===== src/rtl/mem_bus_arbiter.sv =====
// Serialises the core's instruction-read, data-read and data-write handshakes onto one single-port RAM.
// Latency: write_finish 2 cycles and read_valid RD_LAT+1 cycles after grant; losing requests wait, in priority order.
module mem_bus_arbiter #(
    parameter int ADR_W  = 16,
    parameter int RD_LAT = 1
) (
    input  logic             clk,
    input  logic             rst,
    input  logic             i_read_req,
    input  logic             i_read_w,
    input  logic             i_read_hw,
    input  logic [31:0]      i_read_adr,
    input  logic             d_read_req,
    input  logic             d_read_w,
    input  logic             d_read_hw,
    input  logic [31:0]      d_read_adr,
    input  logic             d_write_req,
    input  logic             d_write_w,
    input  logic             d_write_hw,
    input  logic [31:0]      d_write_adr,
    input  logic [31:0]      d_write_data,
    output logic             read_valid,
    output logic [31:0]      read_data,
    output logic             write_finish,
    output logic             mem_en,
    output logic             mem_we,
    output logic [3:0]       mem_be,
    output logic [ADR_W-3:0] mem_adr,
    output logic [31:0]      mem_wdata,
    input  logic [31:0]      mem_rdata,
    output logic             misalign
);

    typedef enum logic [2:0] {
        S_IDLE,
        S_ACC,
        S_RDW,
        S_RESP,
        S_HOLD
    } state_t;

    localparam logic [1:0] SZ_B     = 2'd0;
    localparam logic [1:0] SZ_H     = 2'd1;
    localparam logic [1:0] SZ_W     = 2'd2;
    localparam logic [1:0] CNT_INIT = (RD_LAT > 1) ? 2'(RD_LAT - 2) : 2'd0;

    state_t            state_q, state_d;
    logic              wr_q, wr_d;
    logic [1:0]        sz_q, sz_d;
    logic [1:0]        lo_q, lo_d;
    logic [1:0]        cnt_q, cnt_d;
    logic              mem_en_q, mem_en_d;
    logic              mem_we_q, mem_we_d;
    logic [3:0]        mem_be_q, mem_be_d;
    logic [ADR_W-3:0]  mem_adr_q, mem_adr_d;
    logic [31:0]       mem_wdata_q, mem_wdata_d;
    logic              misalign_q, misalign_d;
    logic [31:0]       read_data_q, read_data_d;

    logic              g_vld, g_wr, g_w, g_hw;
    logic [31:0]       g_adr;
    logic [1:0]        g_sz;
    logic [1:0]        g_lo;
    logic [3:0]        g_be;
    logic [31:0]       g_wdata;
    logic              g_mis;
    logic [31:0]       rsel;
    logic              unused_adr_hi;

    // Fixed priority: write > data read > instruction read.
    always_comb begin
        g_vld = 1'b1;
        g_wr  = 1'b0;
        g_w   = i_read_w;
        g_hw  = i_read_hw;
        g_adr = i_read_adr;
        if (d_write_req) begin
            g_wr  = 1'b1;
            g_w   = d_write_w;
            g_hw  = d_write_hw;
            g_adr = d_write_adr;
        end else if (d_read_req) begin
            g_w   = d_read_w;
            g_hw  = d_read_hw;
            g_adr = d_read_adr;
        end else if (!i_read_req) begin
            g_vld = 1'b0;
        end
    end

    assign g_sz          = g_w ? SZ_W : (g_hw ? SZ_H : SZ_B);
    assign g_lo          = g_adr[1:0];
    assign g_mis         = ((g_sz == SZ_H) && g_lo[0]) || ((g_sz == SZ_W) && (g_lo != 2'd0));
    assign unused_adr_hi = ^g_adr[31:ADR_W];

    // Lane enables ignore the sub-size address bits, which aligns misaligned accesses down.
    always_comb begin
        g_be    = 4'b0001 << g_lo;
        g_wdata = {4{d_write_data[7:0]}};
        case (g_sz)
            SZ_W: begin
                g_be    = 4'b1111;
                g_wdata = d_write_data;
            end
            SZ_H: begin
                g_be    = g_lo[1] ? 4'b1100 : 4'b0011;
                g_wdata = {2{d_write_data[15:0]}};
            end
            default: ;
        endcase
    end

    always_comb begin
        rsel = {24'h0, mem_rdata[{lo_q, 3'b000} +: 8]};
        case (sz_q)
            SZ_W:    rsel = mem_rdata;
            SZ_H:    rsel = {16'h0, lo_q[1] ? mem_rdata[31:16] : mem_rdata[15:0]};
            default: ;
        endcase
    end

    always_comb begin
        state_d     = state_q;
        wr_d        = wr_q;
        sz_d        = sz_q;
        lo_d        = lo_q;
        cnt_d       = cnt_q;
        mem_en_d    = 1'b0;
        mem_we_d    = 1'b0;
        mem_be_d    = 4'b0000;
        mem_adr_d   = '0;
        mem_wdata_d = 32'h0;
        misalign_d  = 1'b0;
        case (state_q)
            S_IDLE: begin
                if (g_vld) begin
                    state_d     = S_ACC;
                    wr_d        = g_wr;
                    sz_d        = g_sz;
                    lo_d        = g_lo;
                    mem_en_d    = 1'b1;
                    mem_we_d    = g_wr;
                    mem_be_d    = g_be;
                    mem_adr_d   = g_adr[ADR_W-1:2];
                    mem_wdata_d = g_wr ? g_wdata : 32'h0;
                    misalign_d  = g_mis;
                end
            end
            S_ACC: begin
                if (wr_q || (RD_LAT == 1)) begin
                    state_d = S_RESP;
                end else begin
                    state_d = S_RDW;
                    cnt_d   = CNT_INIT;
                end
            end
            S_RDW: begin
                if (cnt_q == 2'd0) begin
                    state_d = S_RESP;
                end else begin
                    cnt_d = cnt_q - 2'd1;
                end
            end
            S_RESP:  state_d = S_HOLD;
            S_HOLD:  state_d = S_IDLE;
            default: state_d = S_IDLE;
        endcase
    end

    // RAM data is valid in RESP itself, so it is forwarded there and held afterwards.
    assign read_valid   = (state_q == S_RESP) && !wr_q;
    assign write_finish = (state_q == S_RESP) && wr_q;
    assign read_data_d  = read_valid ? rsel : read_data_q;
    assign read_data    = read_data_d;

    always_ff @(posedge clk) begin
        if (rst) begin
            state_q     <= S_IDLE;
            wr_q        <= 1'b0;
            sz_q        <= SZ_B;
            lo_q        <= 2'd0;
            cnt_q       <= 2'd0;
            mem_en_q    <= 1'b0;
            mem_we_q    <= 1'b0;
            mem_be_q    <= 4'b0000;
            mem_adr_q   <= '0;
            mem_wdata_q <= 32'h0;
            misalign_q  <= 1'b0;
            read_data_q <= 32'h0;
        end else begin
            state_q     <= state_d;
            wr_q        <= wr_d;
            sz_q        <= sz_d;
            lo_q        <= lo_d;
            cnt_q       <= cnt_d;
            mem_en_q    <= mem_en_d;
            mem_we_q    <= mem_we_d;
            mem_be_q    <= mem_be_d;
            mem_adr_q   <= mem_adr_d;
            mem_wdata_q <= mem_wdata_d;
            misalign_q  <= misalign_d;
            read_data_q <= read_data_d;
        end
    end

    assign mem_en    = mem_en_q;
    assign mem_we    = mem_we_q;
    assign mem_be    = mem_be_q;
    assign mem_adr   = mem_adr_q;
    assign mem_wdata = mem_wdata_q;
    assign misalign  = misalign_q;

endmodule


===== config.mk =====
export PLATFORM = sky130hd
export DESIGN_NAME = mem_bus_arbiter
export DESIGN_NICKNAME = d
export VERILOG_FILES = /design/src/rtl/mem_bus_arbiter.sv
export SDC_FILE = /design/constraint.sdc
export NUM_CORES = 1
export LEC_CHECK = 0
export ABC_AREA = 1
export CORE_MARGIN = 4
export CORE_UTILIZATION = 41
export CTS_CLUSTER_DIAMETER = 120
export DETAILED_ROUTE_END_ITERATION = 6
export PLACE_DENSITY = 0.87
export SETUP_SLACK_MARGIN = 0.3
export SYNTH_ARGS = -nofsm -noshare
export SYNTH_HDL_FRONTEND = slang
export SYNTH_SLANG_ARGS = --single-unit

===== constraint.sdc =====
create_clock -name clk -period 3.3 [get_ports clk]
set_input_delay 0.66 -clock clk [delete_from_list [all_inputs] [get_ports clk]]
set_output_delay 0.66 -clock clk [all_outputs]
set_load 0.02 [all_outputs]

### Word-level counts from Yosys, hierarchy flattened

Cells that the tools add are included.

| word-level totals | value |
|---|---|
| flip-flop bits (word level) | 95 |
| bits of input ports | 171 |
| output and inout port bits | 87 |
| logic and storage cells | 65 |

| cells by class | value |
|---|---|
| add/sub/neg operators | 1 |
| eq/ne operators | 9 |
| shift-type cells | 2 |
| muxes and demuxes | 22 |
| bitwise logic cells | 4 |
| reductions and logical operators | 15 |

Operator list:

| cell | number |
|---|---|
| 32-bit one-hot mux with 2 select lines | 2 |
| 16-bit 2-to-1 mux | 3 |
| 32-bit 2-to-1 mux | 1 |
| 32-bit by 6-bit indexed part select with 8-bit output | 1 |
| 3-bit one-hot mux with 4 select lines | 1 |
| 1-bit 2-to-1 mux | 10 |
| 4-bit one-hot mux with 2 select lines | 1 |
| 3-bit by 2-bit == test with 1-bit output, second input constant | 2 |
| 3-bit 2-to-1 mux | 2 |
| 2-bit AND reduction | 3 |
| 2-bit by 1-bit == test with 1-bit output, second input constant | 2 |
| 2-bit == test, second input constant | 2 |
| 1-bit logical AND | 4 |
| 4-bit 2-to-1 mux | 1 |
| 2-bit inequality test, second input constant | 2 |
| 1-bit inverter | 4 |
| 4-bit OR reduction | 1 |
| 1-bit by 2-bit << shifter with 4-bit output, first input constant | 1 |
| 3-bit by 1-bit == test with 1-bit output, second input constant | 1 |
| 3-bit zero test | 1 |
| 3-bit OR reduction | 1 |
| 2-bit zero test | 1 |
| 2-bit 2-to-1 mux | 1 |
| 2-bit nonzero test | 1 |
| other kinds (4) | 4 |

### Logic depth before layout (Yosys ltp)

Gate-level depths: netlist of run 1.

| depth | value |
|---|---|
| word-level depth | 7 |
| mapped depth | 11 |
| gate-level depth less buffers | 9 |

### Worst setup path before layout of run 1

OpenSTA, ideal clock, no wires.

| timing | value |
|---|---|
| kind | flip-flop to output port |
| from | reg sz_q[0] |
| to | out read_data[0] |
| data arrival time | 1.535 ns |
| data required time | 2.640 ns |
| setup slack | 1.105 ns |
| cell stages (with the launch flop) | 10 |
| buffers on the path | 0 |
| path through | dfxtp_1 > inv_1 > ha_1 > nand2_1 > clkinv_1 > nor2_2 > nand2_1 > nand2_1 > o21ai_1 > inv_1 |

| between the ends | value |
|---|---|
| cells in the longest elaborated chain, start to end | 3 |
| elaborated cells on any way between the ends | 4 |
| classes of those cells | eq/ne: 2; mux: 2 |

RTL lines:

| element | line | source |
|---|---|---|
| from (decl) | 49 | `logic [1:0] sz_q, sz_d;` |
| from (signal assigned) | 193 | `sz_q <= sz_d;` |
| 2-bit by 1-bit == test with 1-bit output or 2-bit == test (tied branches) | 115 | `case (sz_q)` |
| 32-bit one-hot mux with 2 select lines * | 115 |  |
| 32-bit 2-to-1 mux * | 173 | `assign read_data_d = read_valid ? rsel : read_data_q;` |
| to (decl) | 23 | `output logic [31:0] read_data,` |

Mark *: on every way between the ends. The rest lies on a longest branch, timed or not.

### Final worst setup path of run 1

| timing | value |
|---|---|
| from | in mem_rdata[14] |
| to | out read_data[14] |

| between the ends | value |
|---|---|
| cells in the longest elaborated chain, start to end | 3 |

RTL lines:

| element | line | source |
|---|---|---|
| from (decl) | 30 | `input logic [31:0] mem_rdata,` |
| 16-bit 2-to-1 mux | 117 | `SZ_H: rsel = {16'h0, lo_q[1] ? mem_rdata[31:16] : mem_rdata[15:0]};` |
| 32-bit one-hot mux with 2 select lines * | 115 |  |
| 32-bit 2-to-1 mux * | 173 |  |

Marks and branches as above.

==> out/qor.csv, run 1 <==
stage;metric;value;unit
sta;Worst Tran Pin Value;0.469;ns
clock_tree;Num CTS Buffers;9;
clock_tree;clk sinks;95;
cells_and_area;ANT cells;0;
pwr;Pleak;3.05;nW
floorplan;die height;111;microns
hold_path;Hold Startpoint;cnt_q[1];
detailed_routing;final antenna-violating net count;0;
sta;f_max;0.339;GHz
global_route;total track usage;21.0;%
detailed_routing;met3 routed WL;974;microns
hold_path;hold path cells;2;
placed_design;routability cong.;0.877;
yosys;synth warn;0;
floorplan;Core Region;10300;sq um
detailed_routing;iteration count of the initial detailed-routing pass;6;
critical_path;slowest CP cell;clkdlybuf4s50_1;
clock_tree;Max clock buf depth;2;
yosys;Syn Inst Count;621;
sta;Post-Route Setup TNS;0;ns
clock_tree;Clock Latency Late Sink;0.36;ns
cells_and_area;share of cells above drive strength 1;8.00;%
detailed_routing;Met1 Wirelength;5.57;mm
floorplan;starting density of the core;42.0;%
critical_path;Crit path depth;8;
pwr;Pwr per Cell Area;401;nW/um^2
critical_path;Crit Path Max Fanout;2;
placed_design;port bufs;209;
critical_path;critical path class;in -> out;
critical_path;Setup crit start kind;input port;
run;Max-Cap Viols;0;
yosys;Seq/Total Area, Yosys;44.0;%
sta;fin crit share;89.4;%
yosys;asr flop ratio synth;0;%
critical_path;crit path cell chain;clkdlybuf4s50_1, inv_1, o21ai_1, nand2_1, o21ai_0, nand2_1, nand2_1, clkdlybuf4s50_1;
critical_path;Crit. End Element;output pin;
pwr;Comb pwr share;26.0;%
global_route;vias in the first global route;4330;
pwr;Peak VDD IR;0.000189;V
yosys;Syn Std Cell Area;4320;sq um
detailed_routing;DR top layer;met4;
critical_path;Reg2Reg Depth;10;
clock_tree;root buffer cell;clkbuf_8;
global_route;first-pass GRT wire length;21.0;mm
sta;clock skew;0.0132;ns
hold_path;HP Class;reg -> reg;
cells_and_area;multi-input gate area in the final layout;2020;sq um
yosys;synthesized net count;795;
sta;RSZ-0062 raised after global routing;true;
critical_path;cell mode on critical path;nand2_1;
pwr;internal power;1.89;mW
yosys;Synth top cells by count;nand2_1, dfxtp_1, nand3_1, inv_1, o21ai_0;
clock_tree;clock-pin slew on the worst setup and hold paths;0.08;ns
yosys;Synth area leader;dfxtp_1;
clock_tree;CTS Hold Bufs;0;
yosys;Main synth FF type;dfxtp_1;
floorplan;die width;111;microns
cells_and_area;P&R area growth vs syn;54.8;%
floorplan;I/O Pins;258;
clock_tree;H-tree levels;3;
pwr;switch share;29.4;%
critical_path;delay-heaviest family, CP;buffers and inverters;
detailed_routing;DRC Markers;0;
floorplan;die area;12200;sq um
sta;final setup margin;0.349;ns
outcome;status;complete, no violations;
floorplan;Cell Rows;37;
detailed_routing;average wire per standard cell;14.2;microns
sta;Final Hold Fails;0;
global_route;pin count of the biggest net entering global routing;39;
detailed_routing;post-detailed-routing wire length;13.6;mm
yosys;Avg Inst Size Synth;6.95;sq um
hold_path;Hold EP;cnt_q[1];
detailed_routing;Routed met2 length;6.61;mm
clock_tree;CTS tree;built;
critical_path;Worst R2R Start;sz_q[0];
global_route;total grt overflow;0;
placed_design;hpwl dp;10.6;mm
sta;Final Critical Period;2.95;ns
cells_and_area;# fillers;900;
pwr;Sw Pwr;0.789;mW
yosys;Post-synth EDFFs;0;
sta;max-slew violation count;0;
detailed_routing;vias per cell;4.89;
critical_path;Worst Path Buf+Inv;3;
placed_design;Place WS;0.248;ns
critical_path;Crit path largest cell delay;0.60;ns
sta;count of final setup violators;0;
yosys;largest cells by area after synthesis;dfxtp_1, nand2_1, nand3_1;
critical_path;Worst Path Required;2.64;ns
detailed_routing;1st-iter DRT viols;278;
yosys;most frequent cell after synthesis;nand2_1;
global_route;initial antenna violation count;0;
yosys;synthesis-stage register bit count;95;
yosys;share of the synthesized area in the top cell type;44.0;%
cells_and_area;Nets;995;
cells_and_area;area occupied by registers;1900;sq um
yosys;Netlist cell types;27;
critical_path;Worst R2R End;read_data_q[1];
critical_path;R2R Setup Slk;1.65;ns
detailed_routing;total number of vias;4698;
sta;Slew headroom;68.6;%
pwr;power share of the sequential group;45.6;%
critical_path;CP arrival;2.29;ns
pwr;Clk pwr share;28.4;%
## routing by layer
| metal | global-route usage [%] | vias to the layer above |
|---|---|---|
| met5 | 0 | - |
| met4 | 11.0 | 0 |
| met3 | 4.33 | 32 |
| met2 | 35.1 | 186 |
| met1 | 25.3 | 2102 |
| li1 | - | 2378 |
## how the worst max path moves through the flow
stage                              from  slack, ns            end
after floorplan                 sz_q[0]       1.10   read_data[0]
after global placement    mem_rdata[12]       0.27  read_data[12]
after detailed placement  mem_rdata[12]       0.25  read_data[12]
after CTS                    state_q[0]       0.28  read_data[16]
after global routing            sz_q[0]       0.23   read_data[4]
final                     mem_rdata[14]       0.35  read_data[14]
## state kept, by name, summed over array words and instances, names as in the netlist
register / flops
wr_q: 1
mem_be: 4
misalign: 1
sz_q: 2
read_data_q: 32
mem_we: 1
cnt_q: 2
state_q: 3
mem_adr: 14
mem_en: 1
lo_q: 2
mem_wdata: 32
## kinds of logic after synthesis
logic type,share of synthesized area [%]
buffers and inverters,9.39
adder cells (fa/ha/maj),0.869
flip-flops,44.0
AO/OA/AOI/OAI,14.0
AND/OR/NAND/NOR,31.7
## worst min-delay path, stage by stage (launching register included)
cell and delay (ns):
dfxtp_1 0.30, inv_1 0.07, a21oi_1 0.06
## power groups by stage
stage	clock network, mW	logic [mW]	registers (mW)
2_1_floorplan	0	0.318	1.29
3_3_place_gp	0	0.674	1.25
3_5_place_dp	0	0.682	1.25
4_1_cts	0.776	0.683	1.22
5_1_grt	0.823	0.762	1.23
6_report	0.762	0.698	1.22
## placed cells by master, fill, tap and decap left out, types with 2 or more instances in the layout
master	instances
clkdlybuf4s50_1	194
nand2_1	191
dfxtp_1	94
nand3_1	64
inv_1	54
o21ai_0	48
nor2_1	45
a21oi_1	39
a21oi_2	12
o21ai_1	10
clkbuf_8	10
or2_2	8
buf_4	8
inv_2	6
dlygate4sd2_1	5
nand2_2	4
clkbuf_2	4
clkinv_2	3
ha_1	3
dlymetal6s2s_1	3
clkdlybuf4s15_1	3
clkinv_4	2
o31ai_1	2
clkbuf_1	2
## per-stage QoR
| stage | cell area (sq um) | utilization, % | power [mW] | hold WS [ns] | instances |
|---|---|---|---|---|---|
| floorplan | 4320 | - | 1.61 | 0.433 | 621 |
| global placement | 6460 | 62.9 | 1.92 | 0.444 | 943 |
| detailed placement | 6460 | 62.9 | 1.93 | 0.461 | 943 |
| CTS | 6650 | 64.7 | 2.68 | 0.473 | 959 |
| global route | 6680 | 65.0 | 2.81 | 0.485 | 961 |
| finish | 6680 | 65.0 | 2.68 | 0.468 | 961 |
## final cells by class
type / count / share of cell area (%)
clock buffer: 12 / 2.17
clock inverter: 3 / 0.655
inverter: 62 / 3.58
multi-input combinational: 434 / 30.3
sequential: 95 / 28.5
tap: 136 / 2.55
timing repair buffer: 218 / 32.2
timing repair inverter: 1 / 0.0749
## timing repair
action                                  in CTS  in global routing
gates resized for setup                     17                 17
buffers inserted                             1                  1
endpoints found under the setup margin      30                 28
pin swaps                                    1                  1
gates cloned                                 0                  1
Power figures use the tool's default switching activity.
==> run 2, diff against run 1 <==
--- a/config.mk
+++ b/config.mk
@@ -10,7 +10,7 @@
 export CORE_UTILIZATION = 41
 export CTS_CLUSTER_DIAMETER = 120
 export DETAILED_ROUTE_END_ITERATION = 6
-export PLACE_DENSITY = 0.87
+export PLACE_DENSITY = 0.86
 export SETUP_SLACK_MARGIN = 0.3
 export SYNTH_ARGS = -nofsm -noshare
 export SYNTH_HDL_FRONTEND = slang
==> run 2 against run 1 <==
  * Wire length barely moved
  * Largest cell class unchanged
  * Total power fell by 2.0%
  * Largest power group unchanged
  * Maximum frequency is 0.52% higher
  * Worst setup slack better by 0.015 ns
  * Critical path depth is 2 lower
  * Critical endpoint unchanged
==> out/qor.csv, run 2 (synthesis results as in run 1) <==
stage;metric;value;unit;change
outcome;status;complete, no violations;;
sta;Worst Tran Pin Value;0.515;ns;+0.0465 ns
detailed_routing;DRC Markers;0;;unchanged
placed_design;Place WS;0.234;ns;-0.0132 ns
cells_and_area;commonest non-fill, non-tap cell in the layout;clkdlybuf4s50_1;;
sta;Slew headroom;65.6;%;-2.9 points
critical_path;Crit. End Element;output pin;;
cells_and_area;ANT cells;0;;unchanged
global_route;total track usage;20.8;%;-0.16 points
detailed_routing;final antenna-violating net count;0;;unchanged
sta;max-slew violation count;0;;unchanged
sta;clock skew;0.0106;ns;-0.00262 ns
placed_design;hpwl dp;10.4;mm;-1.5%
clock_tree;H-tree levels;3;;unchanged
clock_tree;clk sinks;95;;unchanged
placed_design;Placed Area;6470;sq um;+0.12%
clock_tree;root buffer cell;clkbuf_8;;
pwr;Power, Total;2.63;mW;-2.0%
floorplan;I/O Pins;258;;unchanged
floorplan;Core Region;10300;sq um;unchanged
cells_and_area;Final Cell Area;6650;sq um;-0.45%
critical_path;Setup crit start kind;flip-flop;;
hold_path;HP Class;reg -> reg;;
critical_path;CP arrival;2.28;ns;about the same
global_route;pin count of the biggest net entering global routing;39;;unchanged
sta;f_max;0.341;GHz;+0.52%
detailed_routing;post-detailed-routing wire length;13.6;mm;about the same
pwr;Pwr per Cell Area;395;nW/um^2;-1.6%
cells_and_area;share of cells above drive strength 1;8.70;%;+0.70 points
sta;count of final setup violators;0;;unchanged
run;Max-Cap Viols;0;;unchanged
detailed_routing;average wire per standard cell;14.1;microns;-0.33%
pwr;Pleak;3.05;nW;+0.13%
detailed_routing;1st-iter DRT viols;232;;-17%
clock_tree;clock-pin slew on the worst setup and hold paths;0.09;ns;about the same
detailed_routing;total number of vias;4691;;-0.15%
critical_path;Worst Path Required;2.64;ns;about the same
sta;Post-Route Setup TNS;0;ns;unchanged
critical_path;Crit Path Max Fanout;8;;+6
sta;Final Hold Fails;0;;unchanged
placed_design;port bufs;209;;unchanged
placed_design;routability cong.;0.859;;-2.0%
global_route;total grt overflow;0;;unchanged
critical_path;critical path class;reg -> out;;
clock_tree;CTS Hold Bufs;0;;unchanged
floorplan;starting density of the core;42.0;%;unchanged
cells_and_area;area occupied by registers;1900;sq um;unchanged
cells_and_area;Final Util;64.7;%;-0.29 points
sta;Final Critical Period;2.94;ns;-0.0152 ns
sta;fin crit share;89.0;%;-0.46 points
global_route;first-pass GRT wire length;20.6;mm;-1.8%
sta;final setup margin;0.364;ns;+0.0152 ns
global_route;vias in the first global route;4233;;-2.2%
sta;RSZ-0062 raised after global routing;true;;
clock_tree;CTS tree;built;;
cells_and_area;Nets;997;;+0.20%
detailed_routing;vias per cell;4.87;;-0.46%
clock_tree;Max clock buf depth;2;;unchanged
global_route;initial antenna violation count;0;;unchanged
floorplan;die height;111;microns;unchanged
clock_tree;Clock Latency Late Sink;0.36;ns;about the same
floorplan;die width;111;microns;unchanged
cells_and_area;multi-input gate area in the final layout;2020;sq um;-0.43%
pwr;Peak VDD IR;0.000191;V;+1.1%
cells_and_area;most frequent cells in the layout;clkdlybuf4s50_1, nand2_1, dfxtp_1, nand3_1, inv_1;;
detailed_routing;iteration count of the initial detailed-routing pass;5;;-1
floorplan;Cell Rows;37;;unchanged
floorplan;die area;12200;sq um;unchanged
clock_tree;Num CTS Buffers;9;;unchanged
cells_and_area;# fillers;890;;-1.1%
cells_and_area;P&R area growth vs syn;54.1;%;
run 2: path summary, 6_finish.rpt:
path	from	end	slack, ns	cells after the start
max	state_q[1]	read_data[14]	0.36	6
max reg2reg	sz_q[0]	read_data_q[7]	1.52	11
min	cnt_q[1]	cnt_q[1]	0.47	2
min reg2reg	cnt_q[1]	cnt_q[1]	0.47	2
run 2: report_power, final:
part | internal [mW] | total [mW] | switching [mW]
clock | 0.296 | 0.709 | 0.414
combinational | 0.325 | 0.694 | 0.369
sequential | 1.20 | 1.23 | 0.0255
total | 1.82 | 2.63 | 0.808
run 2: through the flow:
| stage | cells | hold WS (ns) |
|---|---|---|
| after floorplan | 621 | 0.433 |
| after global placement | 944 | 0.447 |
| after detailed placement | 944 | 0.458 |
| after CTS | 962 | 0.472 |
| after global routing | 964 | 0.492 |
| final | 964 | 0.470 |
run 2: timing repair:
action / 4_1_cts / 5_1_grt
gates cloned: 0 / 0
pin swaps: 1 / 1
setup buffers: 2 / 2
endpoints found under the setup margin: 13 / 29
hold endpoints to repair: 0 / 0
gates resized for setup: 15 / 20
run 2: cell type report:
| cell class | instances | area share, % |
|---|---|---|
| flip-flops and latches | 95 | 28.6 |
| inverters | 62 | 3.54 |
| clock buffers | 11 | 2.12 |
| well taps | 136 | 2.56 |
| clock inverters | 5 | 0.489 |
| multi-input cells | 434 | 30.3 |
| repair buffers | 221 | 32.4 |
run 2: routing by layer:
metal  track usage, %  up-vias  wire (microns)
met2             35.4      194            6500
met5                0        -               0
met4             10.0        0             489
met3             6.25       37            1090
met1             23.8     2074            5540
li1                 -     2386               -
run 2: critical path, stage by stage (launching register included):
cell and delay (ns):
dfxtp_1 0.42, nand4_2 0.18, buf_4 0.21, nor2_2 0.27, nand2_1 0.16, nand2_1 0.09
clkdlybuf4s50_1 0.60
==> RTL edit 1: new RTL, settings of run 1 <==
Make the reset (`rst`) asynchronous in one clocked block.
--- a/src/rtl/mem_bus_arbiter.sv
+++ b/src/rtl/mem_bus_arbiter.sv
@@ -173,7 +173,7 @@
     assign read_data_d  = read_valid ? rsel : read_data_q;
     assign read_data    = read_data_d;
 
-    always_ff @(posedge clk) begin
+    always_ff @(posedge clk or posedge rst) begin
         if (rst) begin
             state_q     <= S_IDLE;
             wr_q        <= 1'b0;
Check against the original RTL: differs if rst is asserted again (counterexample within 4 cycles, from zero or initial values and one cycle with rst high); with rst held inactive, the same outputs for 10 cycles.
==> RTL edit 1 against run 1 <==
- synthesized area rose by 6.6%
- global-route usage rose by 1.0 points
- sequential cell count did not move
- final area rose by 6.5%
- setup slack improved by 0.047 ns
- register-to-register slack got worse by 0.20 ns
- routed wire length rose by 3.1%
- highest routed layer unchanged
Power is not compared: it rests on default switching activity, and its combinational part moved more than twofold at a synthesized area within 25%.
==> RTL edit 1: results (changes against run 1) <==
[timing]
whs_ns = 0.4770  ; +0.009108 ns
setup_ws_ns = 0.3957  ; +0.04698 ns
skew_ns = 0.009244  ; -0.003992 ns
hold_viol_final = 0  ; unchanged
slew_headroom = 0.4882  ; -0.1973

[clocking]
cts_resized = 23  ; +6
clkLatencyLatePin_ns = 0.33  ; -0.03 ns
path_clk_slew_ns = 0.06  ; -0.02 ns
root_buffer = clkbuf_16
cts_setup_buffers = 0  ; -1

[setup_path]
crit_end = read_data[15]
reg2reg_to = misalign$_DFF_PP0_
rr_startpoint = state_q[2]$_DFFE_PP0P_
rrSetupSlack_ns = 1.45  ; -0.20 ns
arrival_ns = 2.24  ; -0.05 ns
reg2reg_depth = 5  ; -5
crit_path_start = mem_rdata[31]

[cells_and_area]
buffers_excl_clock = 219  ; +0.46%
inverters = 49  ; -22%
stdcell_count = 913  ; -5.0%
nFillCells = 909  ; +1.0%
fin_nets = 942  ; -5.3%
final_area_um2 = 7118  ; +6.5%
nMultiInputCombCells = 394  ; -9.2%
drive_above_1_share = 0.08021  ; +0.0002070
final-clk-cell-share = 0.04359  ; +0.01533
nonClkBufAreaFrac = 0.3046  ; -0.01754
seqAreaFraction = 0.3342  ; +0.04943
multi_input_area_share = 0.2667  ; -0.03623

[outcome]
outcome = complete, no violations

[synth]
synthXorXnorAreaFrac = 0.001902  ; +0.001902
synthFlopType = dfrtp_1
yosys.cell_types.count = 30  ; +11%
seq_area_frac_synth = 0.5163  ; +0.07585
syn_inst = 565  ; -9.0%
synth_top_cells_by_count = 177 x nand2_1, 95 x dfrtp_1, 67 x o21ai_0
synth_compound_area_frac = 0.1285  ; -0.01172
synth_area_leaders = dfrtp_1 52%, nand2_1 14%, o21ai_0 7.3%
synth_mux_area_frac = 0.03043  ; +0.03043
syn_nets = 739  ; -7.0%
synthArstFlopShare = 1.000  ; +1.000
synth_fa_ha_area_frac = 0.008152  ; -0.0005410

[drt]
drt_first_iter_violations = 363  ; +31%
dr.pass1.iters = 5  ; -1
viasPerCell = 4.955  ; +1.4%
drt-total-wl_um = 14040  ; +3.1%

[grt]
grt_pass1_wl_um = 22760  ; +8.3%
grt_pass1_vias = 4769  ; +10%
grt_max_degree = 51  ; +31%
gr-usage-all-layers = 0.2201  ; +0.01033

[hold_path]
worstHoldStart = read_data_q[8]$_DFF_PP0_
holdPathEnd = read_data_q[8]$_DFF_PP0_

[floorplan]
rows = 38  ; +2.7%

[place]
gp_congestion = 0.9308  ; +6.2%
place_ws_ns = 0.1995  ; -0.04803 ns
place_inst = 896  ; -5.0%
postPlaceCellArea_um2 = 6789  ; +5.1%
dp_hpwl_um = 10890  ; +3.2%

RTL edit 1: cell types whose count changed after synthesis, moves of 5 or more:
cell	before	now
inv_1	54	47
a21oi_1	39	27
dfxtp_1	95	0
mux2i_1	0	14
dfrtp_1	0	95
inv_2	7	2
a21boi_0	0	6
o21ai_0	49	67
nand3_1	64	14
buf_4	6	1
a21oi_2	12	0
nand2_1	191	177
RTL edit 1: report_power, final:
group	leakage (nW)	total, W	internal (W)	switching, W
logic	2.24	0.00255	0.000995	0.00155
clock network	0.145	0.00106	0.000630	0.000431
registers	1.26	0.00168	0.00152	0.000159
total	3.65	0.00528	0.00314	0.00214
RTL edit 1: metal layers:
metal,global-route usage,vias to the layer above,wire [um]
li1,-,2202,-
met5,0,-,0
met3,0.06950,30,1480
met1,0.2539,2070,5365
met2,0.3759,222,6825
met4,0.09501,0,371
==> RTL edit 2: new RTL, flow settings as in run 1 <==
Without the edit above. `ADR_W`: 16 -> 24.
--- a/src/rtl/mem_bus_arbiter.sv
+++ b/src/rtl/mem_bus_arbiter.sv
@@ -1,7 +1,7 @@
 // Serialises the core's instruction-read, data-read and data-write handshakes onto one single-port RAM.
 // Latency: write_finish 2 cycles and read_valid RD_LAT+1 cycles after grant; losing requests wait, in priority order.
 module mem_bus_arbiter #(
-    parameter int ADR_W  = 16,
+    parameter int ADR_W  = 24,
     parameter int RD_LAT = 1
 ) (
     input  logic             clk,
Ports: changed (resized mem_adr); port bits go from 258 to 266. The function was not compared with the original's and may differ.
==> RTL edit 2 against run 1 <==
- die area grew 7.4%
- final area up 11%
- cell count up 9.3%
- routed wire length is 15% higher
- power rose by 31%
- hold slack worse by 0.0090 ns
- setup slack better by 0.020 ns
- synthesized area up 8.0%
- sequential cell count increased by 8
- largest cell class unchanged
- largest power group unchanged
- highest routed layer unchanged
==> RTL edit 2: results (changes against run 1) <==
[outcome]
outcome = complete, no violations

[drt]
drt_first_iter_violations = 327  ; +18%
viasPerCell = 4.976  ; +1.8%
drt-total-wl_um = 15620  ; +15%

[synth]
yosys.cell_types.count = 30  ; +11%
synth_top_cells_by_count = 210 x nand2_1, 103 x dfxtp_1, 69 x nand3_1
seq_area_frac_synth = 0.4422  ; +0.001727
syn_inst = 676  ; +8.9%

[cells_and_area]
drive_above_1_share = 0.07912  ; -0.0008791
fin_nets = 1080  ; +8.5%
nFillCells = 928  ; +3.1%

[clocking]
clkLatencyLatePin_ns = 0.34  ; -0.02 ns
root_buffer = clkbuf_16
cts_resized = 18  ; +1
cts_setup_buffers = 0  ; -1

[timing]
slew_headroom = 0.6693  ; -0.01620
skew_ns = 0.008606  ; -0.004630 ns
clock.fmax_ghz = 0.3412  ; +0.70%

[place]
portBuffers = 241  ; +15%
postPlaceCellArea_um2 = 7162  ; +11%
place_inst = 1035  ; +9.8%
place_ws_ns = 0.2331  ; -0.01444 ns

[grt]
grt_use_met3 = 0.05920  ; +0.01591
grt_pass1_wl_um = 24370  ; +16%
gr-usage-all-layers = 0.2343  ; +0.02450
grt_max_degree = 37  ; -5.1%
use_met2 = 0.4152  ; +0.06448

[setup_path]
arrival_ns = 2.27  ; -0.02 ns

[pwr]
ir_worst_vdd_mv = 0.2855  ; +51%

-- RTL edit 2: changes by cell type after synthesis, sizes merged, moves of 4 or more --
cell,change
nor2,+8
nand3,+5
clkbuf,+4
nand2,+18
o21ai,+10
dfxtp,+8
-- RTL edit 2: logic make-up after synthesis --
group	Yosys count	synth area share
AOI/OAI and AO/OA	122	0.1433
adders and majority gates	3	0.008050
buffers and inverters	96	0.08934
DFF	103	0.4422
and+or+nand+nor	352	0.3171
-- RTL edit 2: final timing paths --
path	startpoint	slack [ns]	depth (start not counted)	endpoint
hold / removal	cnt_q[1]$_SDFFE_PP0P_	0.46	2	cnt_q[1]$_SDFFE_PP0P_
setup / recovery	mem_rdata[15]	0.37	8	read_data[15]
hold reg to reg	cnt_q[1]$_SDFFE_PP0P_	0.46	2	cnt_q[1]$_SDFFE_PP0P_
setup reg to reg	state_q[0]$_SDFFE_PP0P_	1.42	9	mem_wdata[29]$_SDFF_PP0_
-- RTL edit 2: area by class of cell --
class | count | area [um2] | share of cell area
multi-input cells | 477 | 2192 | 0.2957
flip-flops and latches | 103 | 2062 | 0.2782
well taps | 140 | 175.2 | 0.02363
inverters | 61 | 236.5 | 0.03190
clock buffers | 9 | 225.2 | 0.03038
repair buffers | 254 | 2466 | 0.3327
clock inverters | 6 | 55.05 | 0.007427
-- RTL edit 2: routing by layer --
metal	share of wire	up-vias	routed length, um
met4	0.031	0	492
li1	-	2615	-
met2	0.51	242	7930
met1	0.37	2333	5777
met5	0	-	0
met3	0.091	35	1424
-- RTL edit 2: power by group --
group | internal [W] | total (W) | switching [W] | leakage (nW)
clock | 0.000522 | 0.00101 | 0.000492 | 0.132
sequential | 0.00135 | 0.00139 | 0.0000358 | 0.839
combinational | 0.000486 | 0.00112 | 0.000635 | 2.36
total | 0.00236 | 0.00352 | 0.00116 | 3.34
